File: src/rtl/ahbl_master_arbiter.sv
// Round-robin arbiter that shares one AHB-Lite master port between NREQ single-beat requesters.
// One transfer in flight at a time: IDLE -> ADDR (NONSEQ) -> DATA -> ACK back to the winner.
module ahbl_master_arbiter #(
    parameter int NREQ     = 4,
    parameter int WAIT_MAX = 1024
) (
    input  logic               HCLK,
    input  logic               HRESET,
    input  logic [NREQ-1:0]    REQ,
    input  logic [NREQ-1:0]    REQ_WRITE,
    input  logic [32*NREQ-1:0] REQ_ADDR,
    input  logic [3*NREQ-1:0]  REQ_SIZE,
    input  logic [32*NREQ-1:0] REQ_WDATA,
    output logic [NREQ-1:0]    ACK,
    output logic [31:0]        RDATA,
    output logic               ERR,
    output logic               HANG,
    output logic [31:0]        HADDR,
    output logic [1:0]         HTRANS,
    output logic               HWRITE,
    output logic [2:0]         HSIZE,
    output logic [2:0]         HBURST,
    output logic [3:0]         HPROT,
    output logic               HMASTLOCK,
    output logic [31:0]        HWDATA,
    input  logic [31:0]        HRDATA,
    input  logic               HREADY,
    input  logic               HRESP
);

    localparam int IW = (NREQ > 1) ? $clog2(NREQ) : 1;
    localparam logic [1:0] TR_IDLE   = 2'b00;
    localparam logic [1:0] TR_NONSEQ = 2'b10;

    typedef enum logic [1:0] {
        ST_IDLE = 2'd0,
        ST_ADDR = 2'd1,
        ST_DATA = 2'd2
    } state_t;

    state_t          state_r, state_s;
    logic [IW-1:0]   ptr_r, ptr_s;
    logic [IW-1:0]   idx_r, idx_s;
    logic [15:0]     wait_cnt_r, wait_cnt_s;
    logic [31:0]     haddr_r, haddr_s;
    logic [1:0]      htrans_r, htrans_s;
    logic            hwrite_r, hwrite_s;
    logic [2:0]      hsize_r, hsize_s;
    logic [31:0]     hwdata_r, hwdata_s;
    logic [NREQ-1:0] ack_r, ack_s;
    logic [31:0]     rdata_r, rdata_s;
    logic            err_r, err_s;
    logic            hang_r, hang_s;
    logic            gnt_valid_s;
    logic [IW-1:0]   gnt_idx_s;
    logic [IW-1:0]   cand_s;

    assign HBURST    = 3'b000;
    assign HPROT     = 4'b0011;
    assign HMASTLOCK = 1'b0;
    assign HADDR     = haddr_r;
    assign HTRANS    = htrans_r;
    assign HWRITE    = hwrite_r;
    assign HSIZE     = hsize_r;
    assign HWDATA    = hwdata_r;
    assign ACK       = ack_r;
    assign RDATA     = rdata_r;
    assign ERR       = err_r;
    assign HANG      = hang_r;

    // Round-robin winner: first set REQ bit scanning upward from ptr with wrap.
    always_comb begin
        gnt_valid_s = 1'b0;
        gnt_idx_s   = '0;
        cand_s      = '0;
        for (int j = 0; j < NREQ; j++) begin
            cand_s      = IW'((int'(ptr_r) + j) % NREQ);
            gnt_idx_s   = (!gnt_valid_s && REQ[cand_s]) ? cand_s : gnt_idx_s;
            gnt_valid_s = gnt_valid_s | REQ[cand_s];
        end
    end

    // Next-state and next-output logic for the transfer sequencer.
    always_comb begin
        state_s    = state_r;
        ptr_s      = ptr_r;
        idx_s      = idx_r;
        wait_cnt_s = wait_cnt_r;
        haddr_s    = haddr_r;
        htrans_s   = TR_IDLE;
        hwrite_s   = hwrite_r;
        hsize_s    = hsize_r;
        hwdata_s   = hwdata_r;
        ack_s      = '0;
        rdata_s    = rdata_r;
        err_s      = 1'b0;
        hang_s     = hang_r;
        case (state_r)
            ST_IDLE: begin
                if (gnt_valid_s) begin
                    state_s    = ST_ADDR;
                    idx_s      = gnt_idx_s;
                    htrans_s   = TR_NONSEQ;
                    haddr_s    = REQ_ADDR[32*int'(gnt_idx_s) +: 32];
                    hwrite_s   = REQ_WRITE[gnt_idx_s];
                    hsize_s    = REQ_SIZE[3*int'(gnt_idx_s) +: 3];
                    wait_cnt_s = 16'd0;
                    hwdata_s   = REQ_WRITE[gnt_idx_s] ? REQ_WDATA[32*int'(gnt_idx_s) +: 32] : hwdata_r;
                end else begin
                    state_s = ST_IDLE;
                end
            end
            ST_ADDR: begin
                // HREADY low here is the tail of someone else's data phase on the bus.
                if (HREADY) begin
                    state_s  = ST_DATA;
                    htrans_s = TR_IDLE;
                end else begin
                    htrans_s = TR_NONSEQ;
                end
            end
            ST_DATA: begin
                if (HREADY) begin
                    state_s      = ST_IDLE;
                    ack_s[idx_r] = 1'b1;
                    rdata_s      = hwrite_r ? rdata_r : HRDATA;
                    err_s        = HRESP;
                    ptr_s        = (idx_r == IW'(NREQ - 1)) ? '0 : IW'(idx_r + 1'b1);
                end else begin
                    wait_cnt_s = (wait_cnt_r == 16'hFFFF) ? wait_cnt_r : wait_cnt_r + 16'd1;
                    hang_s     = (({1'b0, wait_cnt_r} + 17'd1) >= 17'(WAIT_MAX)) ? 1'b1 : hang_r;
                end
            end
            default: begin
                state_s = ST_IDLE;
            end
        endcase
    end

    // State and output registers with synchronous reset.
    always_ff @(posedge HCLK) begin
        if (HRESET) begin
            state_r    <= ST_IDLE;
            ptr_r      <= '0;
            idx_r      <= '0;
            wait_cnt_r <= 16'd0;
            haddr_r    <= 32'd0;
            htrans_r   <= TR_IDLE;
            hwrite_r   <= 1'b0;
            hsize_r    <= 3'b000;
            hwdata_r   <= 32'd0;
            ack_r      <= '0;
            rdata_r    <= 32'd0;
            err_r      <= 1'b0;
            hang_r     <= 1'b0;
        end else begin
            state_r    <= state_s;
            ptr_r      <= ptr_s;
            idx_r      <= idx_s;
            wait_cnt_r <= wait_cnt_s;
            haddr_r    <= haddr_s;
            htrans_r   <= htrans_s;
            hwrite_r   <= hwrite_s;
            hsize_r    <= hsize_s;
            hwdata_r   <= hwdata_s;
            ack_r      <= ack_s;
            rdata_r    <= rdata_s;
            err_r      <= err_s;
            hang_r     <= hang_s;
        end
    end

endmodule

File: config.mk
export PLATFORM = sky130hd
export DESIGN_NAME = ahbl_master_arbiter
export DESIGN_NICKNAME = d
export VERILOG_FILES = /design/src/rtl/ahbl_master_arbiter.sv
export SDC_FILE = /design/constraint.sdc
export NUM_CORES = 1
export LEC_CHECK = 0
export ABC_AREA = 1
export BUFFER_PORTS_ARGS = -buffer_cell sky130_fd_sc_hd__buf_2
export CORE_AREA = 2 2 165 167
export DETAILED_ROUTE_END_ITERATION = 8
export DIE_AREA = 0 0 167 169
export GPL_TIMING_DRIVEN = 0
export PLACE_DENSITY = 0.6
export SLEW_MARGIN = 40
export SYNTH_ARGS = -nofsm -noshare
export SYNTH_HDL_FRONTEND = slang
export SYNTH_SLANG_ARGS = --single-unit
File: constraint.sdc
create_clock -name HCLK -period 2.5 [get_ports HCLK]
set_input_delay 0.5 -clock HCLK [delete_from_list [all_inputs] [get_ports HCLK]]
set_output_delay 0.5 -clock HCLK [all_outputs]
set_load 0.05 [all_outputs]
==> impl_results.md <==
- Pins Over Slew Limit: 0
- Relative slew slack: 0.600
- Cell area power density: 744 mW/mm²
- Initial antenna violation count: 7
- CTS sink count: 129
- Synth Flop Type: dfxtp_1
- CP peak stage delay: 0.31 ns
- Synth area leader: dfxtp_1
- Least-Margin Pin Slew: 0.600 ns
- Fin cells: 2,202
- Synthesized flop and latch total: 129
- Starting Density: 0.311
- Part of the power in combinational logic: 0.412
- Final clock skew: 0.0211 ns
- Vias in the first global route: 9,556
- Total CTS buffers: 17
- Hold Crit Class: input pin to flop
- Mapped Area: 0.00823 mm²
- Post-route DRC: 0
- Crit path cell chain: buf_6, inv_4, nand2_1, nand3_1, nand2_1, nor2_4, nand3_2, nand3_2, buf_12, buf_12, buf_6, nand2_1, o211ai_1, nand3_1, nand2_1, inv_1
- # Max-Cap Violations: 0
- Detailed Route WL: 33,200 µm
- Pre-CTS WS: -0.0629 ns
- R2r setup slk: 0.22 ns
- Die W: 167 µm
- Largest net degree at the start of global routing: 18
- Hold path cells: 3
- Critical Path Fanout Max: 10
- Final min period: 2.28 ns
- Setup-failing EPs final: 0
- Most used cell, CP: nand2_1
- RSZ-0062 raised after global routing: true
- Syn_area_per_cell: 5.89 µm²
- Net Switching: 3.77 mW
- Top post-synthesis cells by area: dfxtp_1 (31%), nand2_1 (16%), nor2_1 (13%), inv_1 (10%), nand3_1 (7.4%)
- Synthesis-to-layout area growth: 39.6%
- R2r endpoint: HADDR[21]
- Asr flop ratio synth: 0
- Most common cell in the netlist: nand2_1
- Die area: 0.0282 mm²
- Via density: 4.56
- # rows: 60
- Clk buf depth: 2
- Yosys top cell area share: 0.314
- Final setup margin: 0.216 ns
- Top post-synthesis cells by count: nand2_1 (340), nor2_1 (281), inv_1 (230)
- Layout cells sized above 1: 0.290
- Root Buffer: clkbuf_16
- Synthesized instance count: 1,398
- EDFF count, synth: 0
- Crit start category: flop
- Gr ovfl total: 0
- DRT antenna net count: 0
- DR pass1 iterations: 5
- Seq/Total Area, Yosys: 0.314
- Routed vias: 10,000
- Sequential fraction of design power: 0.289
- Met3 Usage GRT: 0.0514
- CP Class: flop to flop
- Final worst path period share: 0.914
- Fmax achieved: 438 MHz
- Final net count: 2,161
- Clk pin slew, worst setup/hold paths: 0.07 ns
- Slowest cell on the critical path: dfxtp_1
- I/O Pins: 428
- Req. time, crit path: 2.82 ns
- Met2 Usage GRT: 0.424
- Internal power: 4.77 mW
- WL/cell: 15.1 µm
- IR drop worst, VDD: 0.000400 V
- Final hold viol count: 0
- Yosys warns: 0
- Hold Path Origin: HRESP
- R2R Path Start: ptr_r[0]
- Worst-Skew Late Latency: 0.43 ns
- Clock share of power: 0.299
- GP Congestion: 0.899
- H-tree depth: 4
- R2R depth: 16
- DP Cell Count: 2,164
- CTS tree: yes
- Number of DRC markers in iteration 0: 545
- PortBufs: 418
- Met1 Use GR: 0.263
- Core footprint: 0.0265 mm²
- Yosys cell types: 29
- Worst Hold End: ERR
- Die height: 169 µm
- CP endpoint kind: flop
- Wire length of the first global-routing pass: 50,900 µm
- Sw Share: 0.442
- Data arrival time of the worst path: 2.60 ns
- Static Leak: 6.76 nW
- Status: finished, final reports clean
- Number of fill cells: 2,988
- Most Crowded Layer GR: met2
- All-Layer GR Usage: 0.229
- Post-DP HPWL: 26,500 µm
cells in the final DEF (no fill, tap or decap), types with 5 or more instances in the layout:
| cell type | Yosys | layout |
|---|---|---|
| clkbuf_4 | 0 | 8 |
| dfxtp_1 | 129 | 129 |
| ha_1 | 5 | 5 |
| a21oi_1 | 22 | 22 |
| buf_6 | 12 | 8 |
| nand3_1 | 121 | 121 |
| inv_1 | 230 | 230 |
| clkbuf_16 | 0 | 17 |
| o211ai_1 | 62 | 62 |
| nor2_1 | 281 | 279 |
| clkbuf_2 | 0 | 6 |
| nand2_1 | 340 | 340 |
| clkinv_8 | 0 | 6 |
| nand4_1 | 5 | 5 |
| clkbuf_1 | 24 | 21 |
| o21ai_0 | 76 | 73 |
| buf_2 | 36 | 442 |
| buf_4 | 17 | 23 |
| xor2_1 | 6 | 6 |
| conb_1 | 2 | 9 |
per-layer routing:
layer	share of wire	wire length, µm
met2	0.50	16700
met5	0.00033	11
met4	0.016	535
met1	0.41	13500
met3	0.074	2460
cell type report:
type                            instances  area (µm²)  share of cell area
Clock inverter                         15         186              0.0162
Tap cell                              341         427              0.0371
Timing Repair Buffer                  420        2110               0.183
Inverter                              235         887              0.0772
Antenna cell                            4        10.0            0.000871
Clock buffer                           17         425              0.0370
Multi-Input combinational cell        949        4260               0.371
Sequential cell                       129        2580               0.225
Buffer                                 92         607              0.0528
cells by family (layout without fill, tap and decap cells):
logic type | after synthesis | in the layout | share of synthesized area
AND/OR/NAND/NOR | 760 | 760 | 0.373
buffers and inverters | 327 | 779 | 0.174
AO/OA/AOI/OAI | 166 | 166 | 0.122
flip-flops | 129 | 129 | 0.314
XOR/XNOR | 9 | 9 | 0.00958
adder cells (fa/ha/maj) | 5 | 5 | 0.00760
other | 2 | 13 | 0.000912
worst max path at each step:
stage	startpoint	to	depth (start not counted)
2_1_floorplan	REQ[3]	HADDR[10]	15
3_3_place_gp	REQ[1]	HADDR[31]	14
3_5_place_dp	REQ[1]	HADDR[31]	14
4_1_cts	ptr_r[0]	HADDR[31]	15
5_1_grt	ptr_r[0]	HADDR[31]	18
6_report	ptr_r[0]	HADDR[21]	16
what timing repair did:
action,in CTS,in global routing
hold buffers,0,0
setup endpoints to repair,0,72
gates resized for setup,0,39
endpoints found under the hold margin,0,0
setup buffers,0,2
registers in the layout, summed over array words and instances, names as in the netlist:
signal / cells
HADDR: 32
HTRANS: 1
HWRITE: 1
wait_cnt_r: 16
HWDATA: 32
ACK: 4
state_r: 2
HANG: 1
ERR: 1
HSIZE: 3
RDATA: 32
idx_r: 2
ptr_r: 2
critical path: cells and delay by family (launching register included):
kind / cells / cell delay (ns)
simple gates: 9 / 0.96
buf+inv: 6 / 0.74
flops: 1 / 0.31
compound gates: 1 / 0.13
per-stage QoR:
stage	total power, mW	setup TNS [ns]	util	instance area, µm²	hold WS [ns]
global route	9.08	-0.0502	0.434	11500	0.264
CTS	8.59	0	0.430	11400	0.268
floorplan	4.92	0	-	8260	0.437
global placement	5.98	-0.250	0.407	10800	0.447
detailed placement	6.00	-0.935	0.407	10800	0.445
finish	8.54	0	0.434	11500	0.287
power by group through the flow:
stage | combinational [mW] | clock (mW) | sequential [mW]
floorplan | 1.59 | 0 | 3.32
global placement | 3.47 | 0 | 2.50
detailed placement | 3.49 | 0 | 2.52
CTS | 3.50 | 2.61 | 2.47
global route | 3.87 | 2.70 | 2.50
finish | 3.52 | 2.55 | 2.47
No activity file was read; power rests on OpenSTA's default activity.
